--- config.mk ---
export PLATFORM = sky130hd
export DESIGN_NAME = envelope_adsr
export DESIGN_NICKNAME = d
export VERILOG_FILES = /design/src/rtl/adsr_pkg.sv /design/src/rtl/env_vca.sv /design/src/rtl/envelope_adsr.sv
export SDC_FILE = /design/constraint.sdc
export NUM_CORES = 2
export LEC_CHECK = 0
export ABC_AREA = 1
export ABC_CLOCK_PERIOD_IN_PS = 7600
export CAP_MARGIN = 20
export CORE_ASPECT_RATIO = 1.5
export CORE_MARGIN = 3
export CORE_UTILIZATION = 62
export CTS_BUF_LIST = sky130_fd_sc_hd__clkbuf_8
export CTS_CLUSTER_DIAMETER = 40
export DETAILED_ROUTE_END_ITERATION = 10
export PLACE_DENSITY = 0.85
export RECOVER_POWER = 100
export SLEW_MARGIN = 10
export SYNTH_ARGS = -nofsm -noshare
export SYNTH_HDL_FRONTEND = slang
export SYNTH_SLANG_ARGS = --single-unit
--- constraint.sdc ---
create_clock -name clk_in -period 7.6 [get_ports clk_in]
set_input_delay 0.76 -clock clk_in [delete_from_list [all_inputs] [get_ports clk_in]]
set_output_delay 0.76 -clock clk_in [all_outputs]
set_load 0.05 [all_outputs]
--- src/rtl/adsr_pkg.sv ---
// Shared types and constants for the ADSR envelope generator.
package adsr_pkg;

  localparam logic [31:0] ENV_MAX = 32'hFFFF_FFFF;

  typedef enum logic [2:0] {
    ST_IDLE,
    ST_ATTACK,
    ST_DECAY,
    ST_SUSTAIN,
    ST_RELEASE
  } adsr_state_t;

endpackage

--- src/rtl/env_vca.sv ---
// Two-stage VCA: registers sample/level, then scales the sample by level / 2^32.
import adsr_pkg::*;

module env_vca (
  input  logic        clk_in,
  input  logic        rst_n_in,
  input  logic [31:0] sample,
  input  logic        valid,
  input  logic [31:0] level,
  output logic [31:0] amp_out,
  output logic        valid_out
);

  logic [31:0]        s1_sample;
  logic [31:0]        s1_level;
  logic               s1_valid;
  logic signed [64:0] sample_ext;
  logic signed [64:0] level_ext;
  logic signed [64:0] prod;
  logic               prod_unused;

  // Level is unsigned, so it is zero-extended before the signed multiply.
  assign sample_ext  = {{33{s1_sample[31]}}, s1_sample};
  assign level_ext   = {33'd0, s1_level};
  assign prod        = sample_ext * level_ext;
  assign prod_unused = ^{prod[64], prod[31:0]};

  always_ff @(posedge clk_in or negedge rst_n_in) begin
    if (!rst_n_in) begin
      s1_sample <= '0;
      s1_level  <= '0;
      s1_valid  <= 1'b0;
      amp_out   <= '0;
      valid_out <= 1'b0;
    end else begin
      s1_valid  <= valid;
      valid_out <= s1_valid;
      if (valid) begin
        s1_sample <= sample;
        s1_level  <= level;
      end
      if (s1_valid) begin
        amp_out <= prod[63:32];
      end
    end
  end

endmodule

--- src/rtl/envelope_adsr.sv ---
// ADSR envelope generator advanced on the oscillator sample tick, feeding a VCA.
//   state      | meaning
//   ST_IDLE    | no note, level held at 0
//   ST_ATTACK  | level rising by attack rate, saturating at ENV_MAX
//   ST_DECAY   | level falling by decay rate toward sustain
//   ST_SUSTAIN | level follows sustain_level_in
//   ST_RELEASE | level falling by release rate toward 0
import adsr_pkg::*;

module envelope_adsr (
  input  logic        clk_in,
  input  logic        rst_n_in,
  input  logic        step_in,
  input  logic        gate_in,
  input  logic [31:0] attack_rate_in,
  input  logic [31:0] decay_rate_in,
  input  logic [31:0] sustain_level_in,
  input  logic [31:0] release_rate_in,
  input  logic [31:0] sample_in,
  input  logic        sample_valid_in,
  output logic [31:0] amp_out,
  output logic        valid_out,
  output logic [31:0] level_out,
  output logic        active_out
);

  adsr_state_t state, state_nxt;
  logic [31:0] level, level_nxt;
  logic        gate_prev, gate_prev_nxt;
  logic        gate_rise, gate_fall;
  logic [32:0] att_sum, dec_diff, rel_diff;

  assign gate_rise = gate_in & ~gate_prev;
  assign gate_fall = ~gate_in & gate_prev;

  // Bit 32 catches attack overflow and decay/release underflow.
  assign att_sum  = {1'b0, level} + {1'b0, attack_rate_in};
  assign dec_diff = {1'b0, level} - {1'b0, decay_rate_in};
  assign rel_diff = {1'b0, level} - {1'b0, release_rate_in};

  always_ff @(posedge clk_in or negedge rst_n_in) begin
    if (!rst_n_in) begin
      state     <= ST_IDLE;
      level     <= '0;
      gate_prev <= 1'b0;
    end else begin
      state     <= state_nxt;
      level     <= level_nxt;
      gate_prev <= gate_prev_nxt;
    end
  end

  always_comb begin
    state_nxt     = state;
    level_nxt     = level;
    gate_prev_nxt = gate_prev;
    if (step_in) begin
      gate_prev_nxt = gate_in;
      if (gate_rise) begin
        state_nxt = ST_ATTACK;
      end else if (gate_fall && (state inside {ST_ATTACK, ST_DECAY, ST_SUSTAIN})) begin
        state_nxt = ST_RELEASE;
      end else begin
        case (state)
          ST_IDLE: level_nxt = '0;
          ST_ATTACK: begin
            if (att_sum >= {1'b0, ENV_MAX}) begin
              level_nxt = ENV_MAX;
              state_nxt = ST_DECAY;
            end else begin
              level_nxt = att_sum[31:0];
            end
          end
          ST_DECAY: begin
            if (dec_diff[32] || (dec_diff[31:0] <= sustain_level_in)) begin
              level_nxt = sustain_level_in;
              state_nxt = ST_SUSTAIN;
            end else begin
              level_nxt = dec_diff[31:0];
            end
          end
          ST_SUSTAIN: level_nxt = sustain_level_in;
          ST_RELEASE: begin
            if (rel_diff[32] || (rel_diff[31:0] == 32'd0)) begin
              level_nxt = '0;
              state_nxt = ST_IDLE;
            end else begin
              level_nxt = rel_diff[31:0];
            end
          end
          default: begin
            level_nxt = '0;
            state_nxt = ST_IDLE;
          end
        endcase
      end
    end
  end

  assign level_out  = level;
  assign active_out = (state != ST_IDLE);

  env_vca u_vca (
    .clk_in    (clk_in),
    .rst_n_in  (rst_n_in),
    .sample    (sample_in),
    .valid     (sample_valid_in),
    .level     (level),
    .amp_out   (amp_out),
    .valid_out (valid_out)
  );

endmodule

==> impl_metrics.env <==
export IMPL_required_ns=8.16
export IMPL_grt_usage_pct=44.1
export IMPL_hp_start="u_vca.amp_out[0]$_DFFE_PN0P_"
export IMPL_tightest_slew_ns=5.91
export IMPL_fin_util_pct=70.0
export IMPL_nFillCells=6222
export IMPL_max_slew_margin_pct=-294
export IMPL_yosysTopAreaCell="fa_1"
export IMPL_finalSetupViolations=0
export IMPL_cp_end_kind="register"
export IMPL_cts_buffers=17
export IMPL_place_area_um2=54200
export IMPL_cap_violations=4
export IMPL_drt_wl_total_um=178000
export IMPL_holdCritPathClass="reg -> reg"
export IMPL_holdBufCountCts=0
export IMPL_root_buffer="clkbuf_8"
export IMPL_htreeDepth=4
export IMPL_rr_endpoint="u_vca.amp_out[25]$_DFFE_PN0P_"
export IMPL_yosysWarnings=0
export IMPL_syn_area_per_cell_um2=7.12
export IMPL_finalHoldViolCount=0
export IMPL_gp_congestion=1.04
export IMPL_grt_setup_unrepaired="false"
export IMPL_path_class="reg -> reg"
export IMPL_detail_route_wl_per_cell_um=21.8
export IMPL_final_layout_size_suffix_gt1_share_pct=5.54
export IMPL_grt_first_pass_wirelength_um=274000
export IMPL_vias_per_cell=5.62
export IMPL_period_share_pct=98.0
export IMPL_core_area_um2=78000
export IMPL_violations="max-capacitance violations, max-slew violations"
export IMPL_clkSlewWorstSetupHoldPaths_ns=0.12
export IMPL_async_reset_ff_share_pct=100
export IMPL_critPathArrivalTime_ns=8.01
export IMPL_via_count=46037
export IMPL_fp_row_count=125
export IMPL_ioPinCount=231
export IMPL_syn_to_final_growth_pct=11.1
export IMPL_syn_inst=6909
export IMPL_cts_sinks=134
export IMPL_synth_edf_count=0
export IMPL_ant_nets=0
export IMPL_reg2reg_slack_ns=0.15
export IMPL_hold_depth=2
export IMPL_crit_slowest_cell="fa_1"
export IMPL_dp_hpwl_um=152000
export IMPL_remaining_drc_errors=0
export IMPL_design_area_um2=54700
export IMPL_maxSlewViolCount=222
export IMPL_fin_worst_skew_ns=0.0394
export IMPL_grt_max_degree=73
export IMPL_synth_area_top_cells="fa_1 (37%), inv_1 (16%), nand2_1 (15%), ha_1 (11%), dfrtp_1 (6.8%)"
export IMPL_fin_nets=8629
export IMPL_die_width_um=236
export IMPL_dieArea_um2=82800
export IMPL_holdPathEnd="u_vca.amp_out[0]$_DFFE_PN0P_"
export IMPL_overflow=0
export IMPL_die_h_um=351
export IMPL_dr_pass1_iters=6
export IMPL_ys_flop_type="dfrtp_1"
export IMPL_clock_latency_ns=0.64
export IMPL_synth_seq_area_share_pct=6.82
export IMPL_start_util_pct=63.0
export IMPL_grt_pass1_vias=49378
export IMPL_cts_buffer_depth=2
export IMPL_min_period_ns=7.45
export IMPL_drt_initial_drc_count=4051
export IMPL_synth_nets=8388
export IMPL_fmax_ghz=0.134
export IMPL_antenna_found_initial=19
export IMPL_ys_seq_elements=134
export IMPL_critPathMaxStageDelay_ns=0.58
export IMPL_synth_cell_area_um2=49200
export IMPL_r2r_cells=32
export IMPL_run_status="complete, but fails checks"
export IMPL_portBuffers=230
export IMPL_crit_fanout=16
export IMPL_r2r_start="u_vca.s1_level[5]$_DFFE_PN0P_"
export IMPL_critPathLaunchType="register"
export IMPL_yosysTopAreaCellShare_pct=36.6
export IMPL_cts_tree="yes"
export IMPL_synth_distinct_cells=54
==> final cells by class <==
cell class	count	area (um^2)	share of cell area [%]
repair buffers	499	4780	8.75
diodes	18	45.0	0.0824
clock buffers	17	234	0.428
clock inverters	15	208	0.380
flip-flops and latches	134	3360	6.16
well taps	1016	1270	2.33
inverters	2040	7660	14.0
multi-input cells	4458	37100	67.9
==> synth_stat cells (4+ instances only) <==
library cell	n
a21o_1	13
a21boi_0	5
nand4_1	42
nor2_1	298
buf_2	6
nand3_1	155
a31oi_1	34
a21oi_1	204
o21bai_1	16
nand3b_1	18
nand2_2	9
a211oi_1	5
nor4_1	9
o21a_1	15
a21oi_2	4
fa_1	899
xnor2_1	24
clkbuf_1	259
nand2_1	1953
nor3_1	27
o211ai_1	10
dfrtp_1	134
o21ai_1	25
o21ai_0	151
xor2_1	31
mux2_2	48
ha_1	415
buf_1	5
or2_2	13
inv_1	2035
nor2_2	7
==> logic make-up (layout without fill, tap and decap cells) <==
| group | Yosys count | in the layout | synth area share [%] |
|---|---|---|---|
| mux | 48 | 48 | 1.10 |
| flops | 134 | 134 | 6.82 |
| xor+xnor | 55 | 55 | 0.979 |
| other cells | 0 | 18 | 0 |
| simple gates | 2543 | 2543 | 20.5 |
| fa+ha+maj | 1314 | 1314 | 47.2 |
| buf+inv | 2317 | 2571 | 17.8 |
| compound gates | 498 | 498 | 5.63 |
==> worst max path at each step <==
stage / startpoint / end
final: u_vca.s1_level[5]$_DFFE_PN0P_ / u_vca.amp_out[25]$_DFFE_PN0P_
after CTS: u_vca.s1_level[14]$_DFFE_PN0P_ / u_vca.amp_out[24]$_DFFE_PN0P_
after global placement: u_vca.s1_level[6]$_DFFE_PN0P_ / u_vca.amp_out[25]$_DFFE_PN0P_
after global routing: u_vca.s1_sample[18]$_DFFE_PN0P_ / u_vca.amp_out[25]$_DFFE_PN0P_
after detailed placement: u_vca.s1_level[6]$_DFFE_PN0P_ / u_vca.amp_out[25]$_DFFE_PN0P_
after floorplan: u_vca.s1_sample[31]$_DFFE_PN0P_ / u_vca.amp_out[25]$_DFFE_PN0P_
==> worst max-delay path: cells and delay by family (launching register included) <==
kind,cells,cell delay (ns)
AO/OA/AOI/OAI,5,1.09
flip-flops,1,0.53
adder cells (fa/ha/maj),9,3.88
buffers and inverters,10,1.17
AND/OR/NAND/NOR,8,0.71
==> flip-flops by register name, summed over array words and instances (netlist names) <==
name / count
u_vca.amp_out: 32
u_vca.s1_level: 32
state: 3
level_out: 32
u_vca.s1_sample: 32
gate_prev: 1
u_vca.s1_valid: 1
u_vca.valid_out: 1
==> placed cells by master (no fill, tap or decap), types with 10 or more instances in the layout <==
master              n
or2_2              13
buf_4             218
o211ai_1           10
a21o_1             13
nor2_1            296
nand2_1          1953
diode_2            18
nand4_1            42
nand3_1           155
o21a_1             15
clkbuf_8           17
a21oi_1           201
dlygate4sd3_1      67
dfrtp_1           125
fa_1              899
inv_1            2035
o21ai_1            27
a31oi_1            34
buf_12             40
clkdlybuf4s50_1   161
ha_1              415
o21bai_1           16
xnor2_1            24
nand3b_1           18
mux2_2             43
nor3_1             27
o21ai_0           149
xor2_1             31
==> routing by layer <==
metal  GRT usage [%]  wire (um)
met1            46.1      57100
met2            76.5      87100
met3            9.21      15800
met4            35.9      18400
met5               0         54
==> what timing repair did <==
action	4_1_cts	5_1_grt
endpoints found under the setup margin	3	8
gates resized for setup	5	17
buffers inserted	0	3
==> through the flow <==
| step | TNS [ns] | cells | hold WS, ns | setup slack (ns) |
|---|---|---|---|---|
| 2_1_floorplan | 0 | 6909 | 0.379 | 0.645 |
| 3_3_place_gp | -0.134 | 8144 | 0.488 | -0.134 |
| 3_5_place_dp | -0.393 | 8144 | 0.484 | -0.286 |
| 4_1_cts | 0 | 8176 | 0.254 | 0.0499 |
| 5_1_grt | 0 | 8183 | 0.552 | 0.00641 |
| 6_report | 0 | 8197 | 0.505 | 0.152 |
Power is left out: the tool's default activity adds up to more than one toggle a clock period on the data nets, which glitch-free logic cannot reach.
